==> src/rtl/fifo_mst_xfer_if.sv <==
// ---------------------------------------------------------------------------
// fifo_mst_xfer_if
//  Bundles every non-clock/reset signal of the FT600 FIFO-master transfer
//  engine:
//   - the arbiter handshake: grant, t_ep_num, m_rd_wr, idle_st
//   - the FT600 bus: ft_rxf_n, ft_txe_n, ft_data_i/o, ft_data_oe, the strobes
//   - the per-channel memory port: mem_ep, FWFT read side, write side
//   - burst status: xfer_done, xfer_len
//  modport master : the transfer engine's view.
//  modport slave  : the environment's view (arbiter, FT600, memory).
// ---------------------------------------------------------------------------
interface fifo_mst_xfer_if #(
  parameter int DATA_W = 32,
  parameter int CNT_W  = 11
);
  // arbiter handshake
  logic              grant;
  logic [2:0]        t_ep_num;
  logic              m_rd_wr;
  logic              idle_st;
  // FT600 bus
  logic              ft_rxf_n;
  logic              ft_txe_n;
  logic [DATA_W-1:0] ft_data_i;
  logic [DATA_W-1:0] ft_data_o;
  logic              ft_data_oe;
  logic              ft_wr_n;
  logic              ft_rd_n;
  logic              ft_oe_n;
  // memory port
  logic [2:0]        mem_ep;
  logic              mem_rd_vld;
  logic [DATA_W-1:0] mem_rd_data;
  logic              mem_rd_en;
  logic              mem_wr_rdy;
  logic              mem_wr_en;
  logic [DATA_W-1:0] mem_wr_data;
  // burst status
  logic              xfer_done;
  logic [CNT_W-1:0]  xfer_len;

  modport master (
    input  grant, t_ep_num, m_rd_wr,
    output idle_st,
    input  ft_rxf_n, ft_txe_n, ft_data_i,
    output ft_data_o, ft_data_oe, ft_wr_n, ft_rd_n, ft_oe_n,
    output mem_ep,
    input  mem_rd_vld, mem_rd_data,
    output mem_rd_en,
    input  mem_wr_rdy,
    output mem_wr_en, mem_wr_data,
    output xfer_done, xfer_len
  );

  modport slave (
    output grant, t_ep_num, m_rd_wr,
    input  idle_st,
    output ft_rxf_n, ft_txe_n, ft_data_i,
    input  ft_data_o, ft_data_oe, ft_wr_n, ft_rd_n, ft_oe_n,
    input  mem_ep,
    output mem_rd_vld, mem_rd_data,
    input  mem_rd_en,
    output mem_wr_rdy,
    input  mem_wr_en, mem_wr_data,
    input  xfer_done, xfer_len
  );
endinterface

==> src/rtl/fifo_mst_xfer.sv <==
// ---------------------------------------------------------------------------
// fifo_mst_xfer
//  FT600 FIFO-master transfer engine. After a grant from the arbiter it runs
//  one command word plus one data burst on the FT600 bus for the granted
//  channel, moving words between the bus and the local per-channel memory,
//  then pulses xfer_done with the burst length and returns to idle.
// Ports
//  fifoClk : single clock, all logic on the rising edge
//  fifoRst : asynchronous active-high reset
//  bus     : fifo_mst_xfer_if.master (arbiter handshake, FT600 bus,
//            memory port, burst status)
// Parameters
//  DATA_W    : bus / memory word width
//  BURST_MAX : maximum words per burst; the word counter is
//              $clog2(BURST_MAX+1) bits so it can hold BURST_MAX itself
// ---------------------------------------------------------------------------
module fifo_mst_xfer #(
  parameter int DATA_W    = 32,
  parameter int BURST_MAX = 1024
) (
  input  logic            fifoClk,
  input  logic            fifoRst,
  fifo_mst_xfer_if.master bus
);

  localparam int CNT_W = $clog2(BURST_MAX + 1);
  localparam logic [CNT_W-1:0] CNT_LAST = CNT_W'(BURST_MAX - 1);
  localparam logic [CNT_W-1:0] CNT_ONE  = CNT_W'(1);

  typedef enum logic [2:0] {
    ST_IDLE = 3'd0,
    ST_CMD  = 3'd1,
    ST_TURN = 3'd2,
    ST_RD   = 3'd3,
    ST_WR   = 3'd4,
    ST_END  = 3'd5
  } state_e;

  state_e           state_q,      state_d;
  logic [2:0]       ep_q,         ep_d;
  logic             dir_q,        dir_d;
  logic [CNT_W-1:0] cnt_q,        cnt_d;
  logic [CNT_W-1:0] xfer_len_q,   xfer_len_d;
  logic             xfer_done_q,  xfer_done_d;
  logic             idle_st_q,    idle_st_d;
  logic             ft_oe_n_q,    ft_oe_n_d;
  logic             data_oe_q,    data_oe_d;
  logic             cmd_stb_q,    cmd_stb_d;

  logic             rd_beat_s;
  logic             wr_beat_s;
  logic             last_beat_s;

  // A data beat needs the engine in the data phase and both the FT600 and the
  // memory side ready in the same cycle.
  assign rd_beat_s   = (state_q == ST_RD) & ~bus.ft_rxf_n & bus.mem_wr_rdy;
  assign wr_beat_s   = (state_q == ST_WR) & ~bus.ft_txe_n & bus.mem_rd_vld;
  // Beat that brings the count up to BURST_MAX; it is still taken, then exit.
  assign last_beat_s = (rd_beat_s | wr_beat_s) & (cnt_q == CNT_LAST);

  // Next-state, counter and registered-output decode.
  always_comb begin
    state_d    = state_q;
    ep_d       = ep_q;
    dir_d      = dir_q;
    cnt_d      = cnt_q;
    xfer_len_d = xfer_len_q;

    case (state_q)
      ST_IDLE: begin
        if (bus.grant && (bus.t_ep_num != 3'd0)) begin
          state_d = ST_CMD;
          ep_d    = bus.t_ep_num;
          dir_d   = bus.m_rd_wr;
          cnt_d   = '0;
        end else begin
          state_d = ST_IDLE;
        end
      end
      ST_CMD: begin
        if (dir_q) begin
          state_d = ST_TURN;
        end else begin
          state_d = ST_WR;
        end
      end
      ST_TURN: begin
        state_d = ST_RD;
      end
      ST_RD: begin
        if (rd_beat_s) begin
          cnt_d = cnt_q + CNT_ONE;
        end else begin
          cnt_d = cnt_q;
        end
        if (bus.ft_rxf_n || !bus.mem_wr_rdy || last_beat_s) begin
          state_d = ST_END;
        end else begin
          state_d = ST_RD;
        end
      end
      ST_WR: begin
        if (wr_beat_s) begin
          cnt_d = cnt_q + CNT_ONE;
        end else begin
          cnt_d = cnt_q;
        end
        if (bus.ft_txe_n || !bus.mem_rd_vld || last_beat_s) begin
          state_d = ST_END;
        end else begin
          state_d = ST_WR;
        end
      end
      ST_END: begin
        state_d = ST_IDLE;
      end
      default: begin
        state_d = ST_IDLE;
      end
    endcase

    // The length is captured on entry to END so it is valid with xfer_done.
    if (state_d == ST_END) begin
      xfer_len_d = cnt_d;
    end else begin
      xfer_len_d = xfer_len_q;
    end

    // State-decoded outputs are computed from the next state so they come
    // straight out of flops in the cycle the state is entered.
    idle_st_d   = (state_d == ST_IDLE);
    xfer_done_d = (state_d == ST_END);
    ft_oe_n_d   = ~((state_d == ST_TURN) || (state_d == ST_RD));
    data_oe_d   = (state_d == ST_CMD) || (state_d == ST_WR);
    cmd_stb_d   = (state_d == ST_CMD);
  end

  // State and output registers; reset aborts any burst with no done pulse.
  always_ff @(posedge fifoClk or posedge fifoRst) begin
    if (fifoRst) begin
      state_q     <= ST_IDLE;
      ep_q        <= 3'd0;
      dir_q       <= 1'b0;
      cnt_q       <= '0;
      xfer_len_q  <= '0;
      xfer_done_q <= 1'b0;
      idle_st_q   <= 1'b1;
      ft_oe_n_q   <= 1'b1;
      data_oe_q   <= 1'b0;
      cmd_stb_q   <= 1'b0;
    end else begin
      state_q     <= state_d;
      ep_q        <= ep_d;
      dir_q       <= dir_d;
      cnt_q       <= cnt_d;
      xfer_len_q  <= xfer_len_d;
      xfer_done_q <= xfer_done_d;
      idle_st_q   <= idle_st_d;
      ft_oe_n_q   <= ft_oe_n_d;
      data_oe_q   <= data_oe_d;
      cmd_stb_q   <= cmd_stb_d;
    end
  end

  // Command word: direction in bit 3, channel in bits 2:0. In the write data
  // phase the FWFT head word is passed straight to the bus.
  always_comb begin
    if (cmd_stb_q) begin
      bus.ft_data_o = {{(DATA_W-4){1'b0}}, dir_q, ep_q};
    end else if (state_q == ST_WR) begin
      bus.ft_data_o = bus.mem_rd_data;
    end else begin
      bus.ft_data_o = '0;
    end
  end

  // Data-phase strobes follow the same-cycle handshakes, so they are
  // combinational on top of the registered state.
  assign bus.ft_wr_n     = ~(cmd_stb_q | wr_beat_s);
  assign bus.ft_rd_n     = ~((state_q == ST_RD) & bus.mem_wr_rdy);
  assign bus.ft_oe_n     = ft_oe_n_q;
  assign bus.ft_data_oe  = data_oe_q;
  assign bus.idle_st     = idle_st_q;
  assign bus.mem_ep      = ep_q;
  assign bus.mem_rd_en   = wr_beat_s;
  assign bus.mem_wr_en   = rd_beat_s;
  assign bus.mem_wr_data = bus.ft_data_i;
  assign bus.xfer_done   = xfer_done_q;
  assign bus.xfer_len    = xfer_len_q;

endmodule
==> src/flat_wrapper.sv <==
// flat-port wrapper written by rule: the top's interface ports become plain ports
module fifo_mst_xfer_flat 
#(
  parameter int DATA_W    = 32,
  parameter int BURST_MAX = 1024
)
  (fifoClk, fifoRst, bus_grant, bus_t_ep_num, bus_m_rd_wr, bus_idle_st, bus_ft_rxf_n, bus_ft_txe_n, bus_ft_data_i, bus_ft_data_o, bus_ft_data_oe, bus_ft_wr_n, bus_ft_rd_n, bus_ft_oe_n, bus_mem_ep, bus_mem_rd_vld, bus_mem_rd_data, bus_mem_rd_en, bus_mem_wr_rdy, bus_mem_wr_en, bus_mem_wr_data, bus_xfer_done, bus_xfer_len);
  fifo_mst_xfer_if #(.DATA_W(DATA_W)) bus_i ();
  input  logic fifoClk;
  input  logic fifoRst;
  input wire logic [$bits(bus_i.grant)-1:0] bus_grant;
  input wire logic [$bits(bus_i.t_ep_num)-1:0] bus_t_ep_num;
  input wire logic [$bits(bus_i.m_rd_wr)-1:0] bus_m_rd_wr;
  output wire logic [$bits(bus_i.idle_st)-1:0] bus_idle_st;
  input wire logic [$bits(bus_i.ft_rxf_n)-1:0] bus_ft_rxf_n;
  input wire logic [$bits(bus_i.ft_txe_n)-1:0] bus_ft_txe_n;
  input wire logic [$bits(bus_i.ft_data_i)-1:0] bus_ft_data_i;
  output wire logic [$bits(bus_i.ft_data_o)-1:0] bus_ft_data_o;
  output wire logic [$bits(bus_i.ft_data_oe)-1:0] bus_ft_data_oe;
  output wire logic [$bits(bus_i.ft_wr_n)-1:0] bus_ft_wr_n;
  output wire logic [$bits(bus_i.ft_rd_n)-1:0] bus_ft_rd_n;
  output wire logic [$bits(bus_i.ft_oe_n)-1:0] bus_ft_oe_n;
  output wire logic [$bits(bus_i.mem_ep)-1:0] bus_mem_ep;
  input wire logic [$bits(bus_i.mem_rd_vld)-1:0] bus_mem_rd_vld;
  input wire logic [$bits(bus_i.mem_rd_data)-1:0] bus_mem_rd_data;
  output wire logic [$bits(bus_i.mem_rd_en)-1:0] bus_mem_rd_en;
  input wire logic [$bits(bus_i.mem_wr_rdy)-1:0] bus_mem_wr_rdy;
  output wire logic [$bits(bus_i.mem_wr_en)-1:0] bus_mem_wr_en;
  output wire logic [$bits(bus_i.mem_wr_data)-1:0] bus_mem_wr_data;
  output wire logic [$bits(bus_i.xfer_done)-1:0] bus_xfer_done;
  output wire logic [$bits(bus_i.xfer_len)-1:0] bus_xfer_len;
  assign bus_i.grant = bus_grant;
  assign bus_i.t_ep_num = bus_t_ep_num;
  assign bus_i.m_rd_wr = bus_m_rd_wr;
  assign bus_idle_st = bus_i.idle_st;
  assign bus_i.ft_rxf_n = bus_ft_rxf_n;
  assign bus_i.ft_txe_n = bus_ft_txe_n;
  assign bus_i.ft_data_i = bus_ft_data_i;
  assign bus_ft_data_o = bus_i.ft_data_o;
  assign bus_ft_data_oe = bus_i.ft_data_oe;
  assign bus_ft_wr_n = bus_i.ft_wr_n;
  assign bus_ft_rd_n = bus_i.ft_rd_n;
  assign bus_ft_oe_n = bus_i.ft_oe_n;
  assign bus_mem_ep = bus_i.mem_ep;
  assign bus_i.mem_rd_vld = bus_mem_rd_vld;
  assign bus_i.mem_rd_data = bus_mem_rd_data;
  assign bus_mem_rd_en = bus_i.mem_rd_en;
  assign bus_i.mem_wr_rdy = bus_mem_wr_rdy;
  assign bus_mem_wr_en = bus_i.mem_wr_en;
  assign bus_mem_wr_data = bus_i.mem_wr_data;
  assign bus_xfer_done = bus_i.xfer_done;
  assign bus_xfer_len = bus_i.xfer_len;
  fifo_mst_xfer #(.DATA_W(DATA_W), .BURST_MAX(BURST_MAX)) u_core (.fifoClk(fifoClk), .fifoRst(fifoRst), .bus(bus_i));
endmodule
==> config.mk <==
export PLATFORM = sky130hd
export DESIGN_NAME = fifo_mst_xfer_flat
export DESIGN_NICKNAME = d
export VERILOG_FILES = /design/src/rtl/fifo_mst_xfer_if.sv /design/src/rtl/fifo_mst_xfer.sv /design/src/flat_wrapper.sv
export SDC_FILE = /design/constraint.sdc
export NUM_CORES = 1
export LEC_CHECK = 0
export BUFFER_PORTS_ARGS = -buffer_cell sky130_fd_sc_hd__buf_4
export CORE_UTILIZATION = 35
export CTS_CLUSTER_DIAMETER = 40
export DETAILED_ROUTE_END_ITERATION = 10
export PLACE_DENSITY = 0.75
export SLEW_MARGIN = 30
export SYNTH_ARGS = -nofsm -noshare
export SYNTH_HDL_FRONTEND = slang
export SYNTH_SLANG_ARGS = --single-unit
==> constraint.sdc <==
create_clock -name fifoClk -period 2.2 [get_ports fifoClk]
set_input_delay 0.22 -clock fifoClk [delete_from_list [all_inputs] [get_ports fifoClk]]
set_output_delay 0.22 -clock fifoClk [all_outputs]
set_load 0.02 [all_outputs]
# Yosys cells after proc, flatten, opt, wreduce, memory -nomap -nowiden
# Cells that the tools add are included.
# W data, S select, Z words.
[op_classes]
mux = 11
eq_ne = 10
bitwise = 13
order_cmp = 0
mul = 0
n_div = 0
shift = 0
add_sub_neg = 1
reduce_logical = 13
[op_table]
columns = ["cell", "n"]
rows = [
  ["$mux W32", 2],
  ["$mux W11", 3],
  ["$pmux W11 S3", 1],
  ["$pmux W3 S5", 1],
  ["$eq A3 B2 Y1 const B", 4],
  ["$add A11 B1 Y11 const B", 1],
  ["$eq A11 B10 Y1 const B", 1],
  ["$eq A3 B3 Y1 const B", 3],
  ["$and A1 B1 Y1", 6],
  ["$eq A3 B1 Y1 const B", 2],
  ["$logic_not A3 Y1", 2],
  ["$logic_or A1 B1 Y1", 6],
  ["$mux W3", 2],
  ["$not A1 Y1", 5],
  ["$reduce_bool A3 Y1", 1],
  ["$logic_not A1 Y1", 2],
  ["$mux W1", 2],
  ["$or A1 B1 Y1", 2],
  ["$reduce_and A2 Y1", 1],
  ["$logic_and A1 B1 Y1", 1],
]
[word_totals]
ramBits = 0
regBits = 34
elab_cells = 58
memories = 0
mem_bits_ro = 0
latchBits = 0

# Logic depth before layout (Yosys ltp)
[depth]
ltp_word = 11
depth_mapped = 7
ltp_nobuf = 6

# Worst setup path before layout
# OpenSTA, ideal clock, no wires.
[synth_path]
path_type = "register to register"
start = "register u_core.state_q[1]"
end = "register u_core.xfer_len_q[0] (netlist: u_core.bus.xfer_len[0])"
synth_period_minus_slack_ns = 2.267
setup_ns = 0.127
t_required_ns = 2.073
stages_incl_launch_ff = 8
path_buffers = 2
path_slack_ns = -0.067
arrival_ns = 2.139
path_cell_list = "dfrtp_1 buf_6 or3b_4 nor2_1 and2_1 a2bb2oi_2 buf_6 mux2_1"
[synth_via]
elab_chain_len = 9
word_cells_on_any_way = 20
[synth_rtl]
columns = ["item", "line", "rtl"]
rows = [
  ["from (decl)", "fifo_mst_xfer.sv:39", "state_e state_q, state_d;"],
  ["from (signal assigned)", "fifo_mst_xfer.sv:152", "state_q <= state_d;"],
  ["$eq A3 B3 Y1 (*)", "fifo_mst_xfer.sv:57", "assign wr_beat_s = (state_q == ST_WR) & ~bus.ft_txe_n & bus.mem_rd_vld;"],
  ["$and A1 B1 Y1 (*) (2 in series)", "fifo_mst_xfer.sv:57", ""],
  ["named net bus_mem_rd_en", "flat_wrapper.sv:26", "output wire logic [$bits(bus_i.mem_rd_en)-1:0] bus_mem_rd_en;"],
  ["$or A1 B1 Y1 (*)", "fifo_mst_xfer.sv:59", "assign last_beat_s = (rd_beat_s | wr_beat_s) & (cnt_q == CNT_LAST);"],
  ["$and A1 B1 Y1 (*)", "fifo_mst_xfer.sv:59", ""],
  ["$logic_or A1 B1 Y1, on equally long branches", "fifo_mst_xfer.sv:108, fifo_mst_xfer.sv:96", ""],
  ["$mux W1 or $mux W3 (tied branches)", "fifo_mst_xfer.sv:108, fifo_mst_xfer.sv:96", ""],
  ["$pmux W3 S5 (*)", "fifo_mst_xfer.sv:69", "case (state_q)"],
  ["$eq A3 B3 Y1 (*)", "--", ""],
  ["named net u_core.xfer_done_d", "fifo_mst_xfer.sv:44", "logic xfer_done_q, xfer_done_d;"],
  ["to (signal assigned)", "fifo_mst_xfer.sv:156", "xfer_len_q <= xfer_len_d;"],
  ["to (decl)", "fifo_mst_xfer.sv:43", "logic [CNT_W-1:0] xfer_len_q, xfer_len_d;"],
]
# The timed path passes the listed nets; every way through them passes the cells marked *.
# A chain may end at the register's enable or synchronous reset.

# Worst setup path after layout
[layout_path]
start = "register u_core.state_q[0]"
end = "output bus_ft_data_o[28]"
[layout_via]
elab_chain_len = 3
[layout_rtl]
columns = ["item", "line", "rtl"]
rows = [
  ["$eq A3 B3 Y1", "fifo_mst_xfer.sv:170", "end else if (state_q == ST_WR) begin"],
  ["$mux W32", "fifo_mst_xfer.sv:170", ""],
  ["$mux W32", "fifo_mst_xfer.sv:168", "if (cmd_stb_q) begin"],
  ["to (decl)", "flat_wrapper.sv:18", "output wire logic [$bits(bus_i.ft_data_o)-1:0] bus_ft_data_o;"],
]
# No other way between the ends.

==> flow_summary_export.csv <==
group,metric,value,unit
power,power_density,1080,nW/um2
placement,port_buffers,96,
final_layout,drive_above_1_share,45.5,%
placement,gp_congestion,0.817,
global_route,overflow,0,
route,drtIter0Drc,52,
floorplan,dieWidth,79.5,um
timing,drv_slew,0,
logic_synthesis,synth_compound_area_share,13.3,%
final_layout,final_cell_mix,"buf_4, and2_1, dfrtp_1, inv_1, nand2_1",
logic_synthesis,async_flop_share,100,%
clock_tree,clk_latency,0.28,ns
placement,dp_hpwl,4.14,mm
floorplan,coreArea,5640,um2
clock_tree,ctsRootBufferMaster,"clkbuf_8",
floorplan,die-area,6320,um2
clock_tree,cts_buffers,5,
final_layout,antenna_cells,0,
logic_synthesis,synth_xor_xnor_area_share,0,%
clock_tree,ctsHtreeMaxLevel,2,
global_route,antenna_found_initial,0,
clock_tree,cts_tree,"yes",
global_route,grt_use_total,15.8,%
run,drv_cap,0,
critical_path,ff2ff_setup_slack,0.13,ns
timing,min_period,2.08,ns
logic_synthesis,synth_cells,216,
timing,setup_viol,0,
clock_tree,clockBufferDepth,2,
route,post-route-drc-count,0,
timing,relSlewSlack,67.0,%
global_route,grt_max_degree,35,
logic_synthesis,synth_edf_count,0,
route,final_antenna_net_count,0,
global_route,grt_pass1_vias,1614,
critical_path,crit-reg2reg-capture,"u_core.bus.xfer_len[1]",
critical_path,worst_setup_path_start_kind,"flop",
route,dr.pass1.iters,4,
worst_hold_path,worst_hold_path_type,"in -> async",
logic_synthesis,synth_top_family_by_area,"simple AND/OR/NAND/NOR gates",
logic_synthesis,syn_area,2100,um2
logic_synthesis,synth.area.mux_share,7.26,%
logic_synthesis,yosys.area_share.simple,21.9,%
logic_synthesis,yosysUniqueCellTypes,47,
final_layout,area_growth,35.8,%
power,vdd_ir_drop_max,0.508,mV
floorplan,start_util,37.3,%
timing,post-route-period-util,94.3,%
power,power_leakage,1.46,nW
final_layout,layoutNonFillerInstCount,364,
clock_tree,cts.sinks,34,
final_layout,nets,367,
timing,max_freq,0.482,GHz
floorplan,boundaryPins,161,
final_layout,final_area,2850,um2
clock_tree,clkTransAtPathRegs,0.06,ns
timing,final-hold-violation-count,0,
status,status,"complete, no violations",
logic_synthesis,synthAdderAreaFrac,0.595,%
logic_synthesis,synthFlopType,"dfrtp_1",
critical_path,r2r_start,"u_core.cnt_q[0]",
route,routed_wl,5.29,mm
critical_path,criticalPathCategory,"reg -> out",
critical_path,critical_path_required,1.98,ns
route,avgRoutedWirePerCell,14.5,um
placement,dpl_cell_area,2690,um2
route,viasPerCell,4.81,
logic_synthesis,yosys_warnings,0,
critical_path,arrival,1.86,ns
floorplan,die_h,79.5,um
critical_path,critPathCaptureType,"output port",
logic_synthesis,ys_ff_latch,34,
global_route,grt_first_pass_wirelength,7.65,mm
logic_synthesis,synth_fp_nets,292,
floorplan,rows,27,
final_layout,final.fill_count,535,
timing,skew,0.00150,ns
logic_synthesis,synth_seq_area_share,40.6,%
placement,post-place-cells,351,
timing,tightest_slew,0.491,ns
logic_synthesis,avgSynthCellArea,9.73,um2
critical_path,worstPathMaxFanout,32,
route,vias,1752,
final_layout,final_common_cell,"buf_4",
critical_path,r2r_cells,7,
==> kinds of logic (layout without fill, tap and decap cells) <==
logic type | Yosys count | count (layout)
compound gates | 35 | 35
fa+ha+maj | 1 | 1
buf+inv | 54 | 130
flops | 34 | 34
mux | 14 | 14
simple gates | 78 | 78
==> area by class of cell <==
type / instances / area, um2 / share of cell area (%)
multi-input cells: 128 / 940 / 32.9
flip-flops and latches: 34 / 853 / 29.9
repair buffers: 108 / 827 / 29.0
well taps: 72 / 90.1 / 3.16
clock buffers: 7 / 86.3 / 3.02
inverters: 14 / 52.6 / 1.84
clock inverters: 1 / 5.00 / 0.175
==> where the power goes <==
group          internal (W)  total (W)  switching [W]
registers          0.000804   0.000940       0.000137
logic              0.000791    0.00166       0.000873
clock network      0.000252   0.000467       0.000215
==> worst max path at each step <==
stage / startpoint / to / slack, ns
2_1_floorplan: u_core.state_q[1] / u_core.bus.xfer_len[0] / 0.06
3_3_place_gp: u_core.cnt_q[0] / u_core.bus.xfer_len[7] / 0.17
3_5_place_dp: u_core.cnt_q[0] / u_core.bus.xfer_len[1] / 0.10
4_1_cts: u_core.cnt_q[0] / u_core.bus.xfer_len[1] / 0.08
5_1_grt: u_core.cnt_q[0] / u_core.bus.xfer_len[0] / -0.007
6_report: u_core.state_q[0] / bus_ft_data_o[28] / 0.12
==> metrics by stage <==
step           utilization (%)  worst slack, ns  hold WS [ns]  power, W  setup TNS, ns
6_report                  50.6            0.125        0.0307   0.00307              0
5_1_grt                   50.6         -0.00667        0.0726   0.00325        -0.0238
4_1_cts                   49.3           0.0804        0.0423   0.00300              0
3_5_place_dp              47.7            0.104         0.347   0.00253              0
3_3_place_gp              47.7            0.165         0.340   0.00250              0
2_1_floorplan                -           0.0597         0.325   0.00199              0
==> synth_stat cells (3+ instances only) <==
cell	count	area share [%]
a21boi_0	3	1.1
a21oi_1	6	1.4
a22o_1	5	2.1
a31oi_1	5	1.5
and2_1	32	9.5
buf_4	33	12
clkbuf_1	3	0.54
dfrtp_1	32	38
inv_1	14	2.5
mux2_1	5	2.7
mux2_2	5	2.7
mux2i_1	4	1.9
nand2_1	10	1.8
nand2b_1	5	1.5
nand3_1	3	0.71
nand4_1	3	0.89
nor2_1	10	1.8
o21ai_0	3	0.71
o2bb2ai_1	3	1.3
==> routing by layer <==
metal,vias to the layer above,wire (um),global-route usage (%),share of wire (%)
met1,808,2030,17.5,38
met2,85,2680,28.7,51
met3,13,501,4.46,9.5
met5,-,0,0,0
li1,846,-,-,-
met4,0,72,5.09,1.4
==> flip-flops by register name, indices dropped and copies added (netlist names) <==
name                   flops
u_core.bus.ft_data_oe      1
u_core.bus.ft_oe_n         1
u_core.bus.idle_st         1
u_core.bus.mem_ep          3
u_core.bus.xfer_done       1
u_core.bus.xfer_len       11
u_core.cmd_stb_q           1
u_core.cnt_q              11
u_core.dir_q               1
u_core.state_q             3
==> what timing repair did <==
action                                  4_1_cts  5_1_grt
hold buffers                                  0        0
setup buffers                                 0        5
gates resized for setup                       0        5
endpoints found under the setup margin        0       13
==> critical path, cell delays in order (launching register included) <==
cell and delay, ns:
dfrtp_1 0.45, or3b_4 0.44, nor2_1 0.13, buf_6 0.22, and2_1 0.18, buf_4 0.14
(Power assumes the default switching activity.)
